[src/rtl/hall_pkg.sv]
`default_nettype none
// +--------------------------------------------------------------------------+
// | hall_pkg : shared Hall code mapping, fault indices and direction values   |
// | Rev 1.0                                                                   |
// +--------------------------------------------------------------------------+
package hall_pkg;

  localparam logic [2:0] c_CODE_INV_LO = 3'b000;
  localparam logic [2:0] c_CODE_INV_HI = 3'b111;

  localparam int FLT_INVALID = 0;
  localparam int FLT_JUMP    = 1;

  localparam logic DIR_CW  = 1'b1;
  localparam logic DIR_CCW = 1'b0;

  typedef enum logic [2:0] {
    TR_NONE    = 3'd0,
    TR_INVALID = 3'd1,
    TR_RESYNC  = 3'd2,
    TR_CW      = 3'd3,
    TR_CCW     = 3'd4,
    TR_JUMP    = 3'd5
  } trans_e;

  function automatic logic code_is_valid(input logic [2:0] code);
    return (code != c_CODE_INV_LO) && (code != c_CODE_INV_HI);
  endfunction

  function automatic logic [2:0] hall_sector(input logic [2:0] code);
    logic [2:0] s;
    s = 3'd0;
    case (code)
      3'b001:  s = 3'd0;
      3'b011:  s = 3'd1;
      3'b010:  s = 3'd2;
      3'b110:  s = 3'd3;
      3'b100:  s = 3'd4;
      3'b101:  s = 3'd5;
      default: s = 3'd0;
    endcase
    return s;
  endfunction

  function automatic logic [2:0] sector_next(input logic [2:0] s);
    return (s == 3'd5) ? 3'd0 : s + 3'd1;
  endfunction

  function automatic logic [2:0] sector_prev(input logic [2:0] s);
    return (s == 3'd0) ? 3'd5 : s - 3'd1;
  endfunction

endpackage
`default_nettype wire

[src/rtl/hall_debounce.sv]
`default_nettype none
// +--------------------------------------------------------------------------+
// | hall_debounce : 3-bit vector glitch filter with a stability counter       |
// | Rev 1.0                                                                   |
// +--------------------------------------------------------------------------+
module hall_debounce #(
  parameter int DEBOUNCE_CYCLES = 16
) (
  input  logic       clk,
  input  logic       rst,
  input  logic [2:0] d_i,
  output logic [2:0] q_o
);

  localparam logic [7:0] c_THRESH = 8'(DEBOUNCE_CYCLES);

  logic [2:0] cand_q;
  logic [2:0] q_q;
  logic [7:0] run_q;
  logic [7:0] run_d;

  // run_d counts consecutive samples of d_i including the current one
  always_comb begin
    run_d = 8'd1;
    if (d_i == cand_q) begin
      run_d = (run_q == 8'hFF) ? run_q : run_q + 8'd1;
    end
  end

  always_ff @(posedge clk or posedge rst) begin
    if (rst) begin
      cand_q <= 3'b000;
      run_q  <= 8'd0;
      q_q    <= 3'b000;
    end else begin
      cand_q <= d_i;
      run_q  <= run_d;
      if (run_d >= c_THRESH) begin
        q_q <= d_i;
      end
    end
  end

  assign q_o = q_q;

endmodule
`default_nettype wire

[src/rtl/hall_decoder.sv]
`default_nettype none
// +--------------------------------------------------------------------------+
// | hall_decoder : Hall sensor to sector/direction/period/fault decoder.      |
// | Define HALL_DEBOUNCE_EN to insert the glitch filter.  Rev 1.0             |
// +--------------------------------------------------------------------------+
module hall_decoder
  import hall_pkg::*;
#(
  parameter int PERIOD_W        = 20,
  parameter int STALL_CYCLES    = 1000000,
  parameter int DEBOUNCE_CYCLES = 16
) (
  input  logic                clk,
  input  logic                rst,
  input  logic [2:0]          HS,
  input  logic                fault_clr,
  output logic [2:0]          sector,
  output logic                sector_valid,
  output logic                dir,
  output logic                edge_pulse,
  output logic [PERIOD_W-1:0] period,
  output logic                period_valid,
  output logic                stalled,
  output logic [1:0]          fault
);

  localparam logic [PERIOD_W-1:0] c_STALL = PERIOD_W'(STALL_CYCLES);

  logic [2:0]          sync1_q;
  logic [2:0]          sync2_q;
  logic [2:0]          hf;
  logic [2:0]          code_q;
  logic [2:0]          sector_q;
  logic [2:0]          new_sector;
  logic                sector_valid_q;
  logic                dir_q;
  logic                dir_new;
  logic                edge_pulse_q;
  logic                period_valid_q;
  logic                stalled_q;
  logic                have_edge_q;
  logic [PERIOD_W-1:0] period_q;
  logic [PERIOD_W-1:0] cnt_q;
  logic [PERIOD_W-1:0] cnt_inc;
  logic [1:0]          fault_q;
  logic [1:0]          fault_d;
  trans_e              trans;

  always_ff @(posedge clk or posedge rst) begin
    if (rst) begin
      sync1_q <= 3'b000;
      sync2_q <= 3'b000;
    end else begin
      sync1_q <= HS;
      sync2_q <= sync1_q;
    end
  end

`ifdef HALL_DEBOUNCE_EN
  hall_debounce #(
    .DEBOUNCE_CYCLES(DEBOUNCE_CYCLES)
  ) u_debounce (
    .clk (clk),
    .rst (rst),
    .d_i (sync2_q),
    .q_o (hf)
  );
`else
  logic [7:0] unused_debounce;
  assign unused_debounce = 8'(DEBOUNCE_CYCLES);
  assign hf = sync2_q;
`endif

  assign new_sector = hall_sector(hf);
  assign cnt_inc    = (cnt_q == {PERIOD_W{1'b1}}) ? cnt_q : cnt_q + PERIOD_W'(1);

  // Classify the change of the filtered code against the last decoded one
  always_comb begin
    trans = TR_NONE;
    if (hf != code_q) begin
      if (!code_is_valid(hf)) begin
        trans = TR_INVALID;
      end else if (!sector_valid_q) begin
        trans = TR_RESYNC;
      end else if (new_sector == sector_next(sector_q)) begin
        trans = TR_CW;
      end else if (new_sector == sector_prev(sector_q)) begin
        trans = TR_CCW;
      end else begin
        trans = TR_JUMP;
      end
    end
  end

  assign dir_new = (trans == TR_CW) ? DIR_CW : DIR_CCW;

  // A clear and a fresh fault in the same cycle leaves the fresh fault set
  always_comb begin
    fault_d = fault_clr ? 2'b00 : fault_q;
    if (trans == TR_INVALID) fault_d[FLT_INVALID] = 1'b1;
    if (trans == TR_JUMP)    fault_d[FLT_JUMP]    = 1'b1;
  end

  always_ff @(posedge clk or posedge rst) begin
    if (rst) begin
      code_q         <= 3'b000;
      sector_q       <= 3'd0;
      sector_valid_q <= 1'b0;
      dir_q          <= 1'b0;
      edge_pulse_q   <= 1'b0;
      period_q       <= '0;
      period_valid_q <= 1'b0;
      stalled_q      <= 1'b0;
      have_edge_q    <= 1'b0;
      cnt_q          <= '0;
      fault_q        <= 2'b00;
    end else begin
      code_q       <= hf;
      edge_pulse_q <= 1'b0;
      cnt_q        <= cnt_inc;
      fault_q      <= fault_d;
      if (cnt_inc == c_STALL) begin
        stalled_q      <= 1'b1;
        period_valid_q <= 1'b0;
      end
      // Edge handling below overrides a stall that expires in the same cycle
      case (trans)
        TR_INVALID: begin
          sector_valid_q <= 1'b0;
        end
        TR_RESYNC: begin
          sector_q       <= new_sector;
          sector_valid_q <= 1'b1;
        end
        TR_CW, TR_CCW: begin
          sector_q       <= new_sector;
          dir_q          <= dir_new;
          edge_pulse_q   <= 1'b1;
          period_q       <= cnt_inc;
          cnt_q          <= '0;
          period_valid_q <= have_edge_q && (dir_new == dir_q) && !stalled_q;
          stalled_q      <= 1'b0;
          have_edge_q    <= 1'b1;
        end
        TR_JUMP: begin
          sector_q       <= new_sector;
          period_valid_q <= 1'b0;
          cnt_q          <= '0;
          have_edge_q    <= 1'b0;
        end
        default: begin
        end
      endcase
    end
  end

  assign sector       = sector_q;
  assign sector_valid = sector_valid_q;
  assign dir          = dir_q;
  assign edge_pulse   = edge_pulse_q;
  assign period       = period_q;
  assign period_valid = period_valid_q;
  assign stalled      = stalled_q;
  assign fault        = fault_q;

endmodule
`default_nettype wire

[config.mk]
export PLATFORM = sky130hd
export DESIGN_NAME = hall_decoder
export DESIGN_NICKNAME = d
export VERILOG_FILES = /design/src/rtl/hall_pkg.sv /design/src/rtl/hall_debounce.sv /design/src/rtl/hall_decoder.sv
export SDC_FILE = /design/constraint.sdc
export NUM_CORES = 1
export LEC_CHECK = 0
export CAP_MARGIN = 30
export CORE_MARGIN = 3
export CORE_UTILIZATION = 40
export DETAILED_ROUTE_END_ITERATION = 8
export GPL_TIMING_DRIVEN = 0
export HOLD_SLACK_MARGIN = 0.06
export PLACE_DENSITY = 0.65
export SKIP_LAST_GASP = 1
export SLEW_MARGIN = 30
export SYNTH_ARGS = -nofsm -noshare
export SYNTH_HDL_FRONTEND = slang
export SYNTH_SLANG_ARGS = --single-unit
[constraint.sdc]
create_clock -name clk -period 2.7 [get_ports clk]
set_input_delay 0.27 -clock clk [delete_from_list [all_inputs] [get_ports clk]]
set_output_delay 0.27 -clock clk [all_outputs]
set_load 0.005 [all_outputs]
Word level (Yosys, flattened, before mapping). Index checks and enable logic that the tools add are counted.

Output and inout port bits: 30. Flip-flop bits (word level): 60. Word-level logic and storage cells: 71. Input bits: 6.

Muxes and demuxes: 21. Reduce and logical (&&, ||, !) cells: 15. Equal/unequal tests: 18. Add/subtract/negate cells: 3.

Operators by type and width (count): equality test 20 bit (second input constant) (2); 2-to-1 mux 20 bit (2); adder 20 x 1 -> 20 bit (second input constant) (1); equality test 3 bit (second input constant) (6); 2-to-1 mux 3 bit (6); one-hot mux 3 bit (5 select lines) (1); equality test 3 x 2 -> 1 bit (second input constant) (4); nonzero test 2 bit (5); 2-to-1 mux 1 bit (8); equality test 3 bit (2); one-hot mux 1 bit (2 select lines) (3); nonzero test 3 bit (2); OR reduction 4 bit (1); adder 3 x 1 -> 3 bit (second input constant) (1); equality test 3 x 1 -> 1 bit (second input constant) (1); logical AND 1 bit (3); logical NOT 3 bit (1); inequality test 3 bit (1); inequality test 3 bit (second input constant) (1); OR reduction 3 bit (1); subtractor 3 x 1 -> 3 bit (second input constant) (1); 2-to-1 mux 2 bit (1); OR reduction 2 bit (1); equality test 1 bit (1); logical NOT 1 bit (1).

Logic depth before layout (Yosys ltp). Gate-level depths: netlist of the first run.

Word-level depth: 14. Depth in mapped cells: 10.

Worst setup path before layout of the first run. No wires, ideal clock.

Path kind: register -> register. Start: register cnt_q[1]. End: register period_valid_q (netlist: period_valid). Path slack: 607 ps. Data arrival time: 1959 ps. Setup time: 134 ps. Path buffers: 0. Data required time: 2566 ps. Clock period less this slack: 2093 ps. Cell stages (with the launch flop): 9. Cell sequence: dfrtp_1 ha_1 and4_1 nand4_1 o2111ai_2 xor2_1 nand3_1 nor4_2 o22ai_1.

Cells in the longest elaborated chain, start to end: 4. Elaborated cells between the ends (all ways): 5. Those cells by class: add/sub (1); eq/ne (2); mux (1); reduce/logical (1).

RTL lines: start, declared (RTL line hall_decoder.sv:43) `logic [PERIOD_W-1:0] cnt_q;`; start signal, assigned (RTL line hall_decoder.sv:120) `cnt_q <= cnt_inc;`; adder 20 x 1 -> 20 bit / equality test 20 bit (equally long branches) (RTL line hall_decoder.sv:75) `assign cnt_inc = (cnt_q == {PERIOD_W{1'b1}}) ? cnt_q : cnt_q + PERIOD_W'(1);`; 2-to-1 mux 20 bit * (RTL line hall_decoder.sv:75); equality test 20 bit * (RTL line hall_decoder.sv:122) `if (cnt_inc == c_STALL) begin`; nonzero test 3 bit (no source line) *; end signal, assigned (RTL line hall_decoder.sv:141) `period_valid_q <= have_edge_q && (dir_new == dir_q) && !stalled_q;`; end, declared (RTL line hall_decoder.sv:39) `logic period_valid_q;`.

Every way passes the cells marked *; elsewhere a longest branch is shown, timed or not. A chain may end at the register's enable or synchronous reset.

Worst setup path in the final report of the first run. Ends and elaborated chain as after synthesis.

==> flow_metrics.py, run 1 <==
metrics = {
    "timing": {
        "slew_headroom_pct": 63.5,
        "fin_worst_skew_ns": 0.00930,
        "rsz0062_at_grt": "no",
        "fmax_mhz": 411,
        "worstMarginPinSlew_ns": 0.548,
        "finalSetupViolCount": 0,
        "fin_ws_ns": 0.265,
        "hold_viol": 0,
        "drv_slew": 0,
        "period_share_pct": 90.2,
        "worst_hold_slack_ns": 0.215,
        "min_period_ns": 2.44,
    },
    "finish": {
        "final_common_cell": "dfrtp_1",
        "syn_to_final_growth_pct": 23.2,
        "n_antenna_cell": 0,
        "finalNetCount": 372,
        "drive_gt1_share_pct": 12.4,
        "final_cell_mix": "dfrtp_1, nand2_1, clkdlybuf4s50_1",
    },
    "setup_path": {
        "startpoint_type": "register",
        "reg2reg_from": "cnt_q[1]$_DFF_PP0_",
        "end_kind": "register",
        "cp_data_required_time_ns": 2.92,
        "crit_fanout": 6,
        "cp.arrival_ns": 2.65,
        "crit_type": "reg -> reg",
        "rr_worst_depth": 8,
        "r2r_end": "period_valid$_DFFE_PP0P_",
        "r2r_slack_ns": 0.26,
    },
    "logic_synthesis": {
        "synth_compound_area_share_pct": 13.9,
        "synth_area_leaders": "dfrtp_1, nand2_1, o21ai_0, nor2_1, xnor2_1",
        "ys_seq_area_share_pct": 49.2,
        "yosysTopAreaCellShare_pct": 49.2,
        "synthArstFlopShare_pct": 100,
        "synth.distinct_cells": 56,
        "synthXorXnorAreaFrac_pct": 4.83,
        "synthCells": 318,
        "dominantRegCellSynth": "dfrtp_1",
        "synth_nets": 325,
        "synthSimpleGateAreaFrac_pct": 26.1,
        "syn_avg_cell_area_um2": 9.60,
        "yosys_warnings": 0,
        "yosysTopAreaCell": "dfrtp_1",
        "ys_ff_latch": 60,
        "synth_top_family_by_area": "simple AND/OR/NAND/NOR gates",
        "syn-cell-area_mm2": 0.00305,
        "muxShareOfSynthArea_pct": 1.68,
        "synth_edf_count": 0,
        "synthAdderAreaFrac_pct": 0.410,
    },
    "grt": {
        "grt_busiest_layer": "met2",
        "grt_max_degree": 43,
        "grt_pass1_vias": 2464,
        "grt_usage_pct": 17.6,
        "grt_pass1_wl_um": 12000,
        "use_met3_pct": 5.47,
        "grt_util_met2_pct": 27.1,
        "grt-ovfl-total": 0,
        "antenna_found_initial": 0,
        "grt.met1_usage_pct": 23.5,
    },
    "routing": {
        "drt_drc_violations_left": 0,
        "dr.pass1.iters": 5,
        "wl_per_cell_um": 15.1,
        "antenna_left": 0,
        "dr_total_vias": 2549,
        "first_iter_violations": 115,
        "drt-vias-per-instance": 5.43,
        "totalWireLength_um": 7070,
    },
    "pwr": {
        "vdd_ir_drop_max_uv": 343,
        "power_density_mw_per_mm2": 671,
        "p_leak_nw": 1.56,
    },
    "floorplanning": {
        "die_y_um": 93.4,
        "die_w_um": 93.4,
        "core_mm2": 0.00733,
        "start_util_pct": 41.7,
        "rows": 31,
        "dieArea_mm2": 0.00872,
        "io_pins": 36,
    },
    "place": {
        "post-dp-hpwl_um": 5030,
        "place_ws_ns": 0.209,
        "gp_congestion": 0.964,
        "portBuffers": 35,
    },
    "clock_tree": {
        "clkTransAtPathRegs_ns": 0.07,
        "htreeDepth": 3,
        "insertion_delay_ns": 0.34,
        "cts_buffer_depth": 2,
        "cts_setup_buffers": 0,
        "cts_hold_buf": 0,
        "cts_tree": "built",
        "cts-buffers-inserted": 9,
        "numClockSinks": 60,
        "cts_root_buf": "clkbuf_8",
    },
    "flow_run": {
        "cap_violations": 0,
    },
    "min_path": {
        "timing.hold.worst.class": "in -> async",
    },
    "run_status": {
        "outcome": "complete, no violations",
    },
}
## cell type report
class / count / area [um^2]
Multi-Input combinational cell: 231 / 1440
Sequential cell: 60 / 1500
Fill cell: 659 / 3570
Timing Repair Buffer: 36 / 370
Clock buffer: 12 / 155
Tap cell: 99 / 124
Clock inverter: 4 / 47.5
Buffer: 18 / 83.8
Inverter: 9 / 36.3
## cell usage after synthesis (5+ instances only)
cell type and count:
buf_2 12, nand2_1 41, nand4_1 11, inv_1 8, nand3_1 8, o21ai_1 12, a21oi_1 7, xnor2_1 10
xor2_1 5, nor2_1 28, nand4b_1 8, clkbuf_1 5, dfrtp_1 60, a31oi_1 7, nor3_1 5, o21ai_0 22
and3_1 5
## logic make-up after synthesis
kind of cell | after synthesis
buffers and inverters | 27
multiplexers | 5
adder cells (fa/ha/maj) | 1
AO/OA/AOI/OAI | 69
AND/OR/NAND/NOR | 140
flip-flops | 60
XOR/XNOR | 16
## routing by layer
metal	up-vias	share of wire [%]
met5	-	0
met4	0	2.3
met3	11	4.3
met2	67	46
met1	1221	47
li1	1250	-
## worst max-delay path by stage
stage | start | end | slack (ns) | cells after the start
after floorplan | cnt_q[1]$_DFF_PP0_ | period_valid$_DFFE_PP0P_ | 0.61 | 8
after global placement | rst | edge_pulse$_DFF_PP0_ | -0.12 | 2
after detailed placement | cnt_q[1]$_DFF_PP0_ | period_valid$_DFFE_PP0P_ | 0.21 | 8
after CTS | cnt_q[1]$_DFF_PP0_ | period_valid$_DFFE_PP0P_ | 0.20 | 8
after global routing | cnt_q[1]$_DFF_PP0_ | period_valid$_DFFE_PP0P_ | 0.04 | 8
final | cnt_q[1]$_DFF_PP0_ | period_valid$_DFFE_PP0P_ | 0.26 | 8
## critical path, cell delays in order (launching register included)
cell and delay (ns):
dfrtp_1 0.44, ha_2 0.28, and4_1 0.29, nand4_1 0.17, o2111ai_2 0.25, xor2_1 0.29
nand3_1 0.14, nor4_2 0.35, o22ai_1 0.11
## report_power, final
| part | leakage, nW | switching, mW | internal [mW] |
|---|---|---|---|
| combinational | 0.669 | 0.326 | 0.282 |
| sequential | 0.791 | 0.0851 | 1.01 |
| clock | 0.102 | 0.350 | 0.473 |
## through the flow
| step | TNS (ns) | cell area, um^2 | power [mW] | util, % | cells |
|---|---|---|---|---|---|
| finish | 0 | 3760 | 2.52 | 51.3 | 469 |
| global route | 0 | 3760 | 2.68 | 51.3 | 469 |
| CTS | 0 | 3750 | 2.56 | 51.2 | 469 |
| detailed placement | 0 | 3550 | 1.72 | 48.4 | 453 |
| global placement | -6.83 | 3530 | 1.70 | 48.1 | 452 |
| floorplan | 0 | 3050 | 1.44 | - | 318 |
## repair_timing
action	in CTS	in global routing
hold endpoints to repair	0	0
gates resized for setup	0	2
endpoints found under the setup margin	0	2
## flip-flops by register name (all words and copies together) (netlist names)
register and cells:
cnt_q 20, code_q 3, dir 1, edge_pulse 1, fault 2, have_edge_q 1
hf 3, period 20, period_valid 1, sector 3, sector_valid 1, stalled 1
sync1_q 3
Power figures use the tool's default switching activity.
==> run 2: changes to the inputs <==
--- a/config.mk
+++ b/config.mk
@@ -12,6 +12,7 @@
 export GPL_TIMING_DRIVEN = 0
 export HOLD_SLACK_MARGIN = 0.06
 export PLACE_DENSITY = 0.65
+export REMOVE_ABC_BUFFERS = 1
 export SKIP_LAST_GASP = 1
 export SLEW_MARGIN = 30
 export SYNTH_ARGS = -nofsm -noshare
==> flow_metrics.py, run 2 (synthesis results as in run 1) <==
metrics = {
    "finish": {
        "n_antenna_cell": 0,
        "final_area_mm2": 0.00366,
        "finalNetCount": 354,
        "final_common_cell": "dfrtp_1",
        "syn_to_final_growth_pct": 20.0,
        "drive_gt1_share_pct": 9.97,
        "final_cell_mix": "dfrtp_1, nand2_1, clkdlybuf4s50_1",
    },
    "grt": {
        "antenna_found_initial": 0,
        "grt_pass1_wl_um": 11200,
        "grt_usage_pct": 16.1,
        "grt_pass1_vias": 2238,
        "grt-ovfl-total": 0,
        "grt_max_degree": 42,
    },
    "routing": {
        "drt_drc_violations_left": 0,
        "totalWireLength_um": 6550,
        "wl_per_cell_um": 14.6,
        "drt-vias-per-instance": 5.32,
        "dr_total_vias": 2392,
        "antenna_left": 0,
        "first_iter_violations": 120,
        "dr.pass1.iters": 4,
    },
    "floorplanning": {
        "die_y_um": 93.4,
        "io_pins": 36,
        "rows": 31,
        "start_util_pct": 41.7,
        "dieArea_mm2": 0.00872,
        "die_w_um": 93.4,
        "core_mm2": 0.00733,
    },
    "clock_tree": {
        "insertion_delay_ns": 0.33,
        "cts_root_buf": "clkbuf_8",
        "numClockSinks": 60,
        "cts-buffers-inserted": 9,
        "cts_setup_buffers": 0,
        "clkTransAtPathRegs_ns": 0.07,
        "htreeDepth": 3,
        "cts_tree": "built",
        "cts_buffer_depth": 2,
        "cts_hold_buf": 0,
    },
    "timing": {
        "slew_headroom_pct": 65.4,
        "worstMarginPinSlew_ns": 0.519,
        "min_period_ns": 2.47,
        "period_share_pct": 91.4,
        "finalSetupViolCount": 0,
        "fin_worst_skew_ns": 0.00933,
        "hold_viol": 0,
        "drv_slew": 0,
        "fmax_mhz": 405,
        "rsz0062_at_grt": "yes",
    },
    "place": {
        "portBuffers": 35,
        "gp_congestion": 0.876,
        "placed_area_mm2": 0.00347,
        "post-dp-hpwl_um": 4550,
    },
    "pwr": {
        "power.total_mw": 2.36,
        "p_leak_nw": 1.49,
        "vdd_ir_drop_max_uv": 261,
        "power_density_mw_per_mm2": 645,
    },
    "min_path": {
        "timing.hold.worst.class": "in -> async",
    },
    "setup_path": {
        "crit_slowest_cell": "dfrtp_1",
        "startpoint_type": "register",
        "slowest_delay_ns": 0.45,
        "crit_fanout": 6,
        "cp_data_required_time_ns": 2.89,
        "cp.arrival_ns": 2.66,
        "crit_type": "reg -> reg",
        "end_kind": "register",
        "cp_cell_sequence": "ha_2 -> and4_1 -> nand4_1 -> o2111ai_2 -> xor2_1 -> nand3_1 -> nor4_2 -> o22ai_1",
    },
    "run_status": {
        "outcome": "complete, no violations",
    },
    "flow_run": {
        "cap_violations": 0,
    },
}
## run 2: timing repair
action | 4_1_cts | 5_1_grt
endpoints found under the setup margin | 23 | 22
gates resized for setup | 2 | 6
endpoints found under the hold margin | 0 | 0
## run 2: through the flow
step	hold WS (ns)	cells	utilization, %	setup WS [ns]	TNS [ns]
3_5_place_dp	0.335	435	47.3	-0.665	-10.33
3_3_place_gp	0.333	434	47.0	-1.05	-23.80
5_1_grt	0.314	450	50.0	-0.0153	-0.0153
4_1_cts	0.299	450	49.7	0.0157	0
2_1_floorplan	0.301	300	-	0.0288	0
6_report	0.285	450	50.0	0.233	0
## run 2: final timing paths
check / slack, ns / to / depth (start not counted) / from
setup / recovery: 0.23 / period_valid$_DFFE_PP0P_ / 8 / cnt_q[1]$_DFF_PP0_
hold / removal: 0.28 / hf[0]$_DFF_PP0_ / 2 / rst
setup reg to reg: 0.23 / period_valid$_DFFE_PP0P_ / 8 / cnt_q[1]$_DFF_PP0_
hold reg to reg: 0.35 / hf[1]$_DFF_PP0_ / 0 / sync1_q[1]$_DFF_PP0_
max in group asynchronous: 1.93 / period[6]$_DFFE_PP0N_ / 3 / rst
min in group clk: 0.35 / hf[1]$_DFF_PP0_ / 0 / sync1_q[1]$_DFF_PP0_
## run 2: worst max-delay path, delay by kind of cell (launching register included)
family	cells	cell delay, ns
AND/OR/NAND/NOR	4	1.00
XOR/XNOR	1	0.25
flip-flops	1	0.45
AO/OA/AOI/OAI	2	0.36
adder cells (fa/ha/maj)	1	0.27
## run 2: cell type report
type                       count  area [um^2]
clock buffer                  13          159
clock inverter                 2         10.0
fill                         681         3670
inverter                       9         36.3
multi-input combinational    231         1460
sequential                    60         1500
tap                           99          124
timing repair buffer          36          370
## run 2: metal layers
layer	track usage [%]	up-vias	part of all wire, %
li1	-	1210	-
met1	23.9	1133	52
met2	23.1	41	44
met3	2.98	8	2.8
met4	6.23	0	1.2
met5	0	-	0
## run 2: where the power goes
group	internal (mW)	switching [mW]	total (mW)
Clock	0.376	0.323	0.699
Combinational	0.264	0.273	0.537
Sequential	1.01	0.119	1.13
